`config.mk`:
```
export PLATFORM = sky130hd
export DESIGN_NAME = key_conditioner
export DESIGN_NICKNAME = d
export VERILOG_FILES = /design/src/rtl/key_conditioner.sv
export SDC_FILE = /design/constraint.sdc
export NUM_CORES = 1
export LEC_CHECK = 0
export ABC_AREA = 1
export BUFFER_PORTS_ARGS = -buffer_cell sky130_fd_sc_hd__buf_2
export CAP_MARGIN = 20
export CORE_UTILIZATION = 51
export CTS_CLUSTER_SIZE = 8
export DETAILED_ROUTE_END_ITERATION = 10
export HOLD_SLACK_MARGIN = 0.06
export PLACE_DENSITY_LB_ADDON = 0.3
export SYNTH_ARGS = -nofsm -noshare
export SYNTH_HDL_FRONTEND = slang
export SYNTH_SLANG_ARGS = --single-unit
```
`constraint.sdc`:
```
create_clock -name clk -period 2.7 [get_ports clk]
set_clock_uncertainty 0.2 [all_clocks]
set_input_delay 0.54 -clock clk [delete_from_list [all_inputs] [get_ports clk]]
set_output_delay 0.54 -clock clk [all_outputs]
set_load 0.02 [all_outputs]
```
`src/rtl/key_conditioner.sv`:
```
// ----------------------------------------------------------------------------
// key_conditioner
//
// Front end for the RPN calculator. Takes the four active-low push keys and
// the mode/value switches straight from the board, synchronises them to clk,
// debounces each key independently and presents:
//   - a clean active-low key level,
//   - a one-cycle press pulse per accepted press,
//   - the mode/value switch settings captured on the pulse cycle,
//   - a running count of pulse cycles.
//
// Optional feature (compile-time macro KEYCOND_REPEAT_EN):
//   When defined, a held key auto-repeats. The first repeat pulse comes
//   RPT_DELAY cycles after the press pulse, then one every RPT_PERIOD
//   cycles while the key stays held (requires RPT_DELAY >= RPT_PERIOD).
//   Repeat pulses behave exactly like real presses for capture and counting.
//   When undefined, the repeat logic and its parameters do not exist.
//
// Parameters
//   NKEYS      number of keys (active-low)
//   DB_CYCLES  consecutive stable cycles needed to accept a change (>= 2)
//   DB_W       debounce counter width, 2**DB_W > DB_CYCLES
//   RPT_DELAY  held cycles before first repeat   (KEYCOND_REPEAT_EN only)
//   RPT_PERIOD cycles between subsequent repeats (KEYCOND_REPEAT_EN only)
//
// Ports
//   clk        in   1      system clock, posedge
//   rst        in   1      asynchronous reset, active low
//   key_raw    in   NKEYS  raw keys, 0 = pressed, asynchronous
//   mode_raw   in   2      raw mode switches
//   val_raw    in   16     raw value switches
//   key_out    out  NKEYS  debounced key level, 0 = pressed
//   key_press  out  NKEYS  one-cycle pulse per accepted press (or repeat)
//   mode_out   out  2      mode captured on the most recent pulse cycle
//   val_out    out  16     value captured on the most recent pulse cycle
//   press_cnt  out  8      number of cycles with any key_press bit set
// ----------------------------------------------------------------------------
module key_conditioner #(
    parameter int NKEYS      = 4,
    parameter int DB_CYCLES  = 16,
    parameter int DB_W       = 5
`ifdef KEYCOND_REPEAT_EN
    ,
    parameter int RPT_DELAY  = 64,
    parameter int RPT_PERIOD = 16
`endif
) (
    input  logic             clk,
    input  logic             rst,
    input  logic [NKEYS-1:0] key_raw,
    input  logic [1:0]       mode_raw,
    input  logic [15:0]      val_raw,
    output logic [NKEYS-1:0] key_out,
    output logic [NKEYS-1:0] key_press,
    output logic [1:0]       mode_out,
    output logic [15:0]      val_out,
    output logic [7:0]       press_cnt
);

    // ------------------------------------------------------------------------
    // Per-key debounce states
    // ------------------------------------------------------------------------
    localparam logic [1:0] ST_REL    = 2'd0;  // released, stable
    localparam logic [1:0] ST_PEND_P = 2'd1;  // low seen, waiting for stability
    localparam logic [1:0] ST_HELD   = 2'd2;  // pressed, stable
    localparam logic [1:0] ST_PEND_R = 2'd3;  // high seen, waiting for stability

    localparam logic [DB_W-1:0] DC_ONE  = DB_W'(1);
    localparam logic [DB_W-1:0] DC_LAST = DB_W'(DB_CYCLES - 1);

`ifdef KEYCOND_REPEAT_EN
    // The repeat counter only ever needs to reach RPT_DELAY-1.
    localparam int RPT_W = (RPT_DELAY > 1) ? $clog2(RPT_DELAY) : 1;
    localparam logic [RPT_W-1:0] RC_ONE    = RPT_W'(1);
    localparam logic [RPT_W-1:0] RC_LAST   = RPT_W'(RPT_DELAY - 1);
    // After a repeat fires, restart the count so the next pulse lands
    // RPT_PERIOD cycles later instead of RPT_DELAY cycles later.
    localparam logic [RPT_W-1:0] RC_RELOAD = RPT_W'(RPT_DELAY - RPT_PERIOD);
`endif

    // ------------------------------------------------------------------------
    // Two-flop synchronisers
    // ------------------------------------------------------------------------
    logic [NKEYS-1:0] key_s1_q, key_s2_q;
    logic [1:0]       mode_s1_q, mode_s2_q;
    logic [15:0]      val_s1_q, val_s2_q;

    // NOTE: sequential state is always written with non-blocking assignments
    // so every flop samples the pre-edge value of its neighbours; blocking
    // assignments here would collapse the two synchroniser stages into one.
    always_ff @(posedge clk or negedge rst) begin
        if (!rst) begin
            key_s1_q  <= '1;
            key_s2_q  <= '1;
            mode_s1_q <= '1;
            mode_s2_q <= '1;
            val_s1_q  <= '1;
            val_s2_q  <= '1;
        end else begin
            key_s1_q  <= key_raw;
            key_s2_q  <= key_s1_q;
            mode_s1_q <= mode_raw;
            mode_s2_q <= mode_s1_q;
            val_s1_q  <= val_raw;
            val_s2_q  <= val_s1_q;
        end
    end

    // ------------------------------------------------------------------------
    // Debounce FSMs, output registers and press bookkeeping
    // ------------------------------------------------------------------------
    logic [NKEYS-1:0][1:0]      ks_q, ks_d;
    logic [NKEYS-1:0][DB_W-1:0] dc_q, dc_d;
    logic [NKEYS-1:0]           key_out_q, key_out_d;
    logic [NKEYS-1:0]           key_press_q, key_press_d;
    logic [1:0]                 mode_out_q, mode_out_d;
    logic [15:0]                val_out_q, val_out_d;
    logic [7:0]                 press_cnt_q, press_cnt_d;
`ifdef KEYCOND_REPEAT_EN
    logic [NKEYS-1:0][RPT_W-1:0] rc_q, rc_d;
`endif

    // NOTE: every signal assigned in this block gets a default at the top, so
    // no path leaves a value unassigned and no latch is inferred.
    always_comb begin
        ks_d        = ks_q;
        dc_d        = dc_q;
        key_out_d   = key_out_q;
        key_press_d = '0;
`ifdef KEYCOND_REPEAT_EN
        rc_d        = '0;
`endif

        for (int i = 0; i < NKEYS; i++) begin
            case (ks_q[i])
                ST_REL: begin
                    if (!key_s2_q[i]) begin
                        ks_d[i] = ST_PEND_P;
                        dc_d[i] = DC_ONE;
                    end else begin
                        dc_d[i] = '0;
                    end
                end

                ST_PEND_P: begin
                    if (key_s2_q[i]) begin
                        // Bounced back before becoming stable: drop it.
                        ks_d[i] = ST_REL;
                        dc_d[i] = '0;
                    end else if (dc_q[i] == DC_LAST) begin
                        ks_d[i]        = ST_HELD;
                        dc_d[i]        = '0;
                        key_out_d[i]   = 1'b0;
                        key_press_d[i] = 1'b1;
                    end else begin
                        dc_d[i] = dc_q[i] + DC_ONE;
                    end
                end

                ST_HELD: begin
                    if (key_s2_q[i]) begin
                        ks_d[i] = ST_PEND_R;
                        dc_d[i] = DC_ONE;
                    end
                end

                ST_PEND_R: begin
                    if (!key_s2_q[i]) begin
                        ks_d[i] = ST_HELD;
                        dc_d[i] = '0;
                    end else if (dc_q[i] == DC_LAST) begin
                        // Release accepted; releases never pulse.
                        ks_d[i]      = ST_REL;
                        dc_d[i]      = '0;
                        key_out_d[i] = 1'b1;
                    end else begin
                        dc_d[i] = dc_q[i] + DC_ONE;
                    end
                end

                default: begin
                    ks_d[i]      = ST_REL;
                    dc_d[i]      = '0;
                    key_out_d[i] = 1'b1;
                end
            endcase

`ifdef KEYCOND_REPEAT_EN
            // Count only while the key sits in HELD and is staying there; any
            // other cycle leaves rc_d at its cleared default, so a key that
            // bounces into PEND_R and back starts the repeat delay afresh.
            if (ks_q[i] == ST_HELD && ks_d[i] == ST_HELD) begin
                if (rc_q[i] == RC_LAST) begin
                    key_press_d[i] = 1'b1;
                    rc_d[i]        = RC_RELOAD;
                end else begin
                    rc_d[i] = rc_q[i] + RC_ONE;
                end
            end
`endif
        end

        // Capture and count are computed from the same next-state pulse that
        // loads key_press_q, so they become visible in the pulse cycle itself.
        mode_out_d  = mode_out_q;
        val_out_d   = val_out_q;
        press_cnt_d = press_cnt_q;
        if (key_press_d != '0) begin
            mode_out_d  = mode_s2_q;
            val_out_d   = val_s2_q;
            // One per pulse cycle, not one per key; wraps naturally at 8 bits.
            press_cnt_d = press_cnt_q + 8'd1;
        end
    end

    always_ff @(posedge clk or negedge rst) begin
        if (!rst) begin
            ks_q        <= '0;  // ST_REL for every key
            dc_q        <= '0;
            key_out_q   <= '1;
            key_press_q <= '0;
            mode_out_q  <= '0;
            val_out_q   <= '0;
            press_cnt_q <= '0;
`ifdef KEYCOND_REPEAT_EN
            rc_q        <= '0;
`endif
        end else begin
            ks_q        <= ks_d;
            dc_q        <= dc_d;
            key_out_q   <= key_out_d;
            key_press_q <= key_press_d;
            mode_out_q  <= mode_out_d;
            val_out_q   <= val_out_d;
            press_cnt_q <= press_cnt_d;
`ifdef KEYCOND_REPEAT_EN
            rc_q        <= rc_d;
`endif
        end
    end

    assign key_out   = key_out_q;
    assign key_press = key_press_q;
    assign mode_out  = mode_out_q;
    assign val_out   = val_out_q;
    assign press_cnt = press_cnt_q;

endmodule

```
Yosys cells after proc, flatten, opt, wreduce, memory -nomap -nowiden
Cells that the tools add are included.
{ "word_totals": {"regBits": 106, "inputBits": 24, "out_inout_bits": 34, "wordCells": 176} }
{ "classes": {"add_sub_neg": 5, "eq_ne": 48, "n_mux": 84, "n_reduce_logical": 17} }
{ "ops": {"columns": ["cell", "count"], "rows": [
  ["5-bit two-way mux", 16],
  ["5-bit case mux with 4 select lines", 4],
  ["2-bit two-way mux", 24],
  ["2-bit != test (second input constant)", 24],
  ["1-bit two-way mux", 32],
  ["2-bit case mux with 4 select lines", 4],
  ["3-bit != test (second input constant)", 8],
  ["5-bit by 1-bit adder with 5-bit output (second input constant)", 4],
  ["5-bit by 4-bit == test with 1-bit output (second input constant)", 4],
  ["5-bit AND reduction", 4],
  ["2-bit == test (second input constant)", 8],
  ["4-bit AND reduction", 4],
  ["8-bit by 1-bit adder with 8-bit output (second input constant)", 1],
  ["2-bit by 1-bit == test with 1-bit output (second input constant)", 4],
  ["2-bit zero test", 4],
  ["1-bit case mux with 2 select lines", 4],
  ["2-bit nonzero test", 4],
  ["4-bit nonzero test", 1]
]} }

Depth between registers and ports, before layout
{ "logic_depth": {"ltp_word": 5, "depth_mapped": 8, "ltp_nobuf": 7} }

Worst setup path after synthesis
OpenSTA, ideal clock, no wires.
{ "synth_path": {"kind": "reg2reg", "start": "reg dc_q[0] in the netlist's numbering", "end": "reg press_cnt_q[6], in the netlist press_cnt[6]", "setup_time_ps": 117, "arrival_time_ps": 1377, "setup_slack_ps": 1006, "stages_incl_launch_ff": 9, "n_path_buf": 1, "path_cell_list": "dfrtp_1 ha_1 nand4_1 nor2_2 nor2_4 nand2_8 buf_12 nand2_2 nand2_1"} }
{ "synth_between": {"elab_chain_cells": 5} }
{ "synth_lines": {"columns": ["element", "line", "text"], "rows": [
  ["from (decl)", "113", "logic [NKEYS-1:0][DB_W-1:0] dc_q, dc_d;"],
  ["from (signal assigned)", "219", "dc_q <= '0;"],
  ["from (signal assigned)", "230", "dc_q <= dc_d;"],
  ["5-bit by 4-bit == test with 1-bit output", "150", "end else if (dc_q[i] == DC_LAST) begin"],
  ["1-bit two-way mux", "150", null],
  ["1-bit two-way mux", "146", "if (key_s2_q[i]) begin"],
  ["1-bit two-way mux", "135", "case (ks_q[i])"],
  ["net key_press_d[0]", "115", "logic [NKEYS-1:0] key_press_q, key_press_d;"],
  ["4-bit nonzero test", "208", "if (key_press_d != '0) begin"],
  ["to (signal assigned)", "235", "press_cnt_q <= press_cnt_d;"],
  ["to (decl)", "118", "logic [7:0] press_cnt_q, press_cnt_d;"]
]} }
The timed path passes the listed nets, and every way through them passes these cells.
A chain may end at the register's enable or synchronous reset.

Worst setup path in the final report
{ "layout_path": {"start": "reg dc_q[0] in the netlist's numbering", "end": "reg val_out_q[1], in the netlist val_out[1]"} }
{ "layout_between": {"elab_chain_cells": 5} }
{ "layout_lines": {"columns": ["element", "line", "text"], "rows": [
  ["5-bit by 4-bit == test with 1-bit output", "150", null],
  ["1-bit two-way mux", "150", null],
  ["1-bit two-way mux", "146", null],
  ["1-bit two-way mux", "135", null],
  ["net key_press_d[0]", "115", null],
  ["4-bit nonzero test", "208", null],
  ["to (signal assigned)", "234", "val_out_q <= val_out_d;"],
  ["to (decl)", "117", "logic [15:0] val_out_q, val_out_d;"]
]} }
The timed path passes the listed nets, and every way through them passes these cells.

==> out/qor.csv <==
metric,value,unit
setup_ws,0.754,ns
relSlewSlack,60.7,%
synthCells,380,
finalMaxSlewViolations,0,
ys_types,26,
cpPeakStageDelay,0.42,ns
finalHoldViolations,0,
clk_latency,0.36,ns
synth-seq-area-share,66.2,%
die-area,8400,um^2
clkSinkCount,106,
vias,2792,
gp_congestion,0.755,
io_buffers,57,
fin_util,63.2,%
cp-end-kind,flip-flop,
hold_end,val_s2_q[5],
cp_cell_sequence,"ha_1, nand4_1, nor2_2, nor2_4, buf_4, nand3_1, nand2_1",
core,7770,um^2
dp.cells,537,
status,"finished, final reports clean",
cts_root_buffer,clkbuf_8,
tightest_slew,0.589,ns
routedWlPerCell,12.3,um
track_usage,19.0,%
critical_path_class,flip-flop to flip-flop,
fp-row-count,32,
fin_cells,576,
die_h,91.6,um
setup_tns,0,ns
grt_max_degree,48,
worstPathRequired,2.79,ns
maxClockFrequency,514,MHz
drive_gt1_share,31.4,%
worstSetupStartpoint,dc_q[0],
peakVddDrop,0.287,mV
final_nets,498,
crit_path_start_kind,flip-flop,
grt_setup_unrepaired,no,
cts_tree,built,
drtIter0Drc,75,
yosysWarnings,0,
placed_cell_area,4490,um^2
post-place-ws,0.773,ns
io_pins,58,
drt-vias-per-instance,4.85,
grt-ovfl-total,0,
setup_viol,0,
post-route-drc-count,0,
synth_area_per_cell,10.8,um^2
worst_r2r_endpoint,val_out[1],
htreeDepth,3,
hold_path_depth,0,
grt_pass1_vias,2804,
synth-seq-cells,106,
cts_buffer_depth,2,
grt_first_pass_wirelength,12600,um
antenna_cells,0,
clk_pin_slew,0.11,ns
finalCriticalPeriod,1.95,ns
drtPass1Iterations,4,
cts_resized,0,
hpwl,4750,um
reg2reg_depth,7,
post-route-period-util,72.1,%
drv_cap,0,
hold_path_class,flip-flop to flip-flop,
ff2ff_setup_slack,0.75,ns
postRouteAntennaNets,0,
slowest_stage,dfrtp_1,
cts_hold_buf,21,
power,2.71,mW
final_cell_area,4910,um^2
start_util,52.8,%
p_leak,2.50,nW
hold-worst-slack,0.153,ns
die_w,91.6,um
hp-start,val_s1_q[5],
arrival,2.04,ns
path_max_fanout,17,
cts_setup_buffers,0,
grt_antenna_before_repair,0,
r2r_start,dc_q[0],
netlist_area,4100,um^2
area_delta_synth_final,19.7,%
cts_made_buffers,9,
routed_wl,7090,um
p_per_area,553,nW/um^2
syn_nets,409,
## worst max-delay path by stage
stage / endpoint / slack [ns] / cells past startpoint
CTS: val_out[14] / 0.74 / 7
floorplan: press_cnt[6] / 1.01 / 8
finish: val_out[1] / 0.75 / 7
global placement: mode_out[0] / 0.85 / 7
global route: val_out[10] / 0.59 / 7
detailed placement: val_out[6] / 0.77 / 7
## synthesized netlist by cell type
library cell	count	area share (%)
nand4_2	3	0.92
nand4_1	3	0.46
buf_4	2	0.37
a21oi_1	15	1.8
xnor2_1	2	0.43
o21ai_0	15	1.8
inv_2	3	0.27
a31oi_1	2	0.31
nor3_1	3	0.37
nand2_2	10	1.5
nand3_2	1	0.24
nand2_8	1	0.49
xor2_1	7	1.5
nor2_4	2	0.55
nand2_1	84	7.7
buf_12	1	0.49
o21a_1	1	0.18
buf_6	3	0.82
nor2_1	20	1.8
nand3_1	44	5.4
nor2_2	4	0.61
o22ai_1	4	0.61
inv_1	39	3.6
dfrtp_1	58	35
dfstp_2	48	31
ha_1	5	1.5
## per-layer routing
metal	global-route usage (%)	wire length, um	vias up
li1	-	-	1394
met1	24.7	3250	1342
met2	31.5	3520	49
met3	4.39	243	7
met4	6.75	85	0
met5	0	0	-
## kinds of logic after synthesis
logic type      share of synthesized area, %
simple gates                            20.1
fa+ha+maj                               1.53
buf+inv                                 5.53
flops                                   66.2
xor+xnor                                1.92
compound gates                          4.76
## worst max-delay path: cells and delay by family (launching register included)
kind	cells	cell delay (ns)
adders and majority gates	1	0.23
and+or+nand+nor	5	0.74
buffers and inverters	1	0.29
DFF	1	0.42
## area by class of cell
cell class,instances,area [um^2]
clock inverters,7,65.1
flip-flops and latches,106,2710
clock buffers,9,124
multi-input cells,226,1160
repair buffers,84,561
well taps,102,128
fillers,641,2860
inverters,42,158
## placed cells by master, fill, tap and decap left out, types with 9 or more instances in the layout
master and n:
buf_2 56, nor2_1 20, nand2_1 84, dfstp_2 48, nand3_1 44, clkbuf_8 9
dlygate4sd3_1 23, dfrtp_1 58, o21ai_0 15, a21oi_1 15, nand2_2 10, inv_1 39
## where the power goes
group          switching, mW  internal [mW]  total (mW)
combinational         0.0647         0.0532       0.118
clock                  0.556          0.360       0.916
sequential            0.0213           1.66        1.68
## state kept, by name, indices dropped and copies added (netlist names), named ones only
register   cells
key_out        4
key_s1_q       4
ks_q           4
key_press      4
mode_out       2
mode_s2_q      2
mode_s1_q      2
press_cnt      8
val_s2_q      16
key_s2_q       4
dc_q          20
val_out       16
val_s1_q      16
Power figures use the tool's default switching activity.
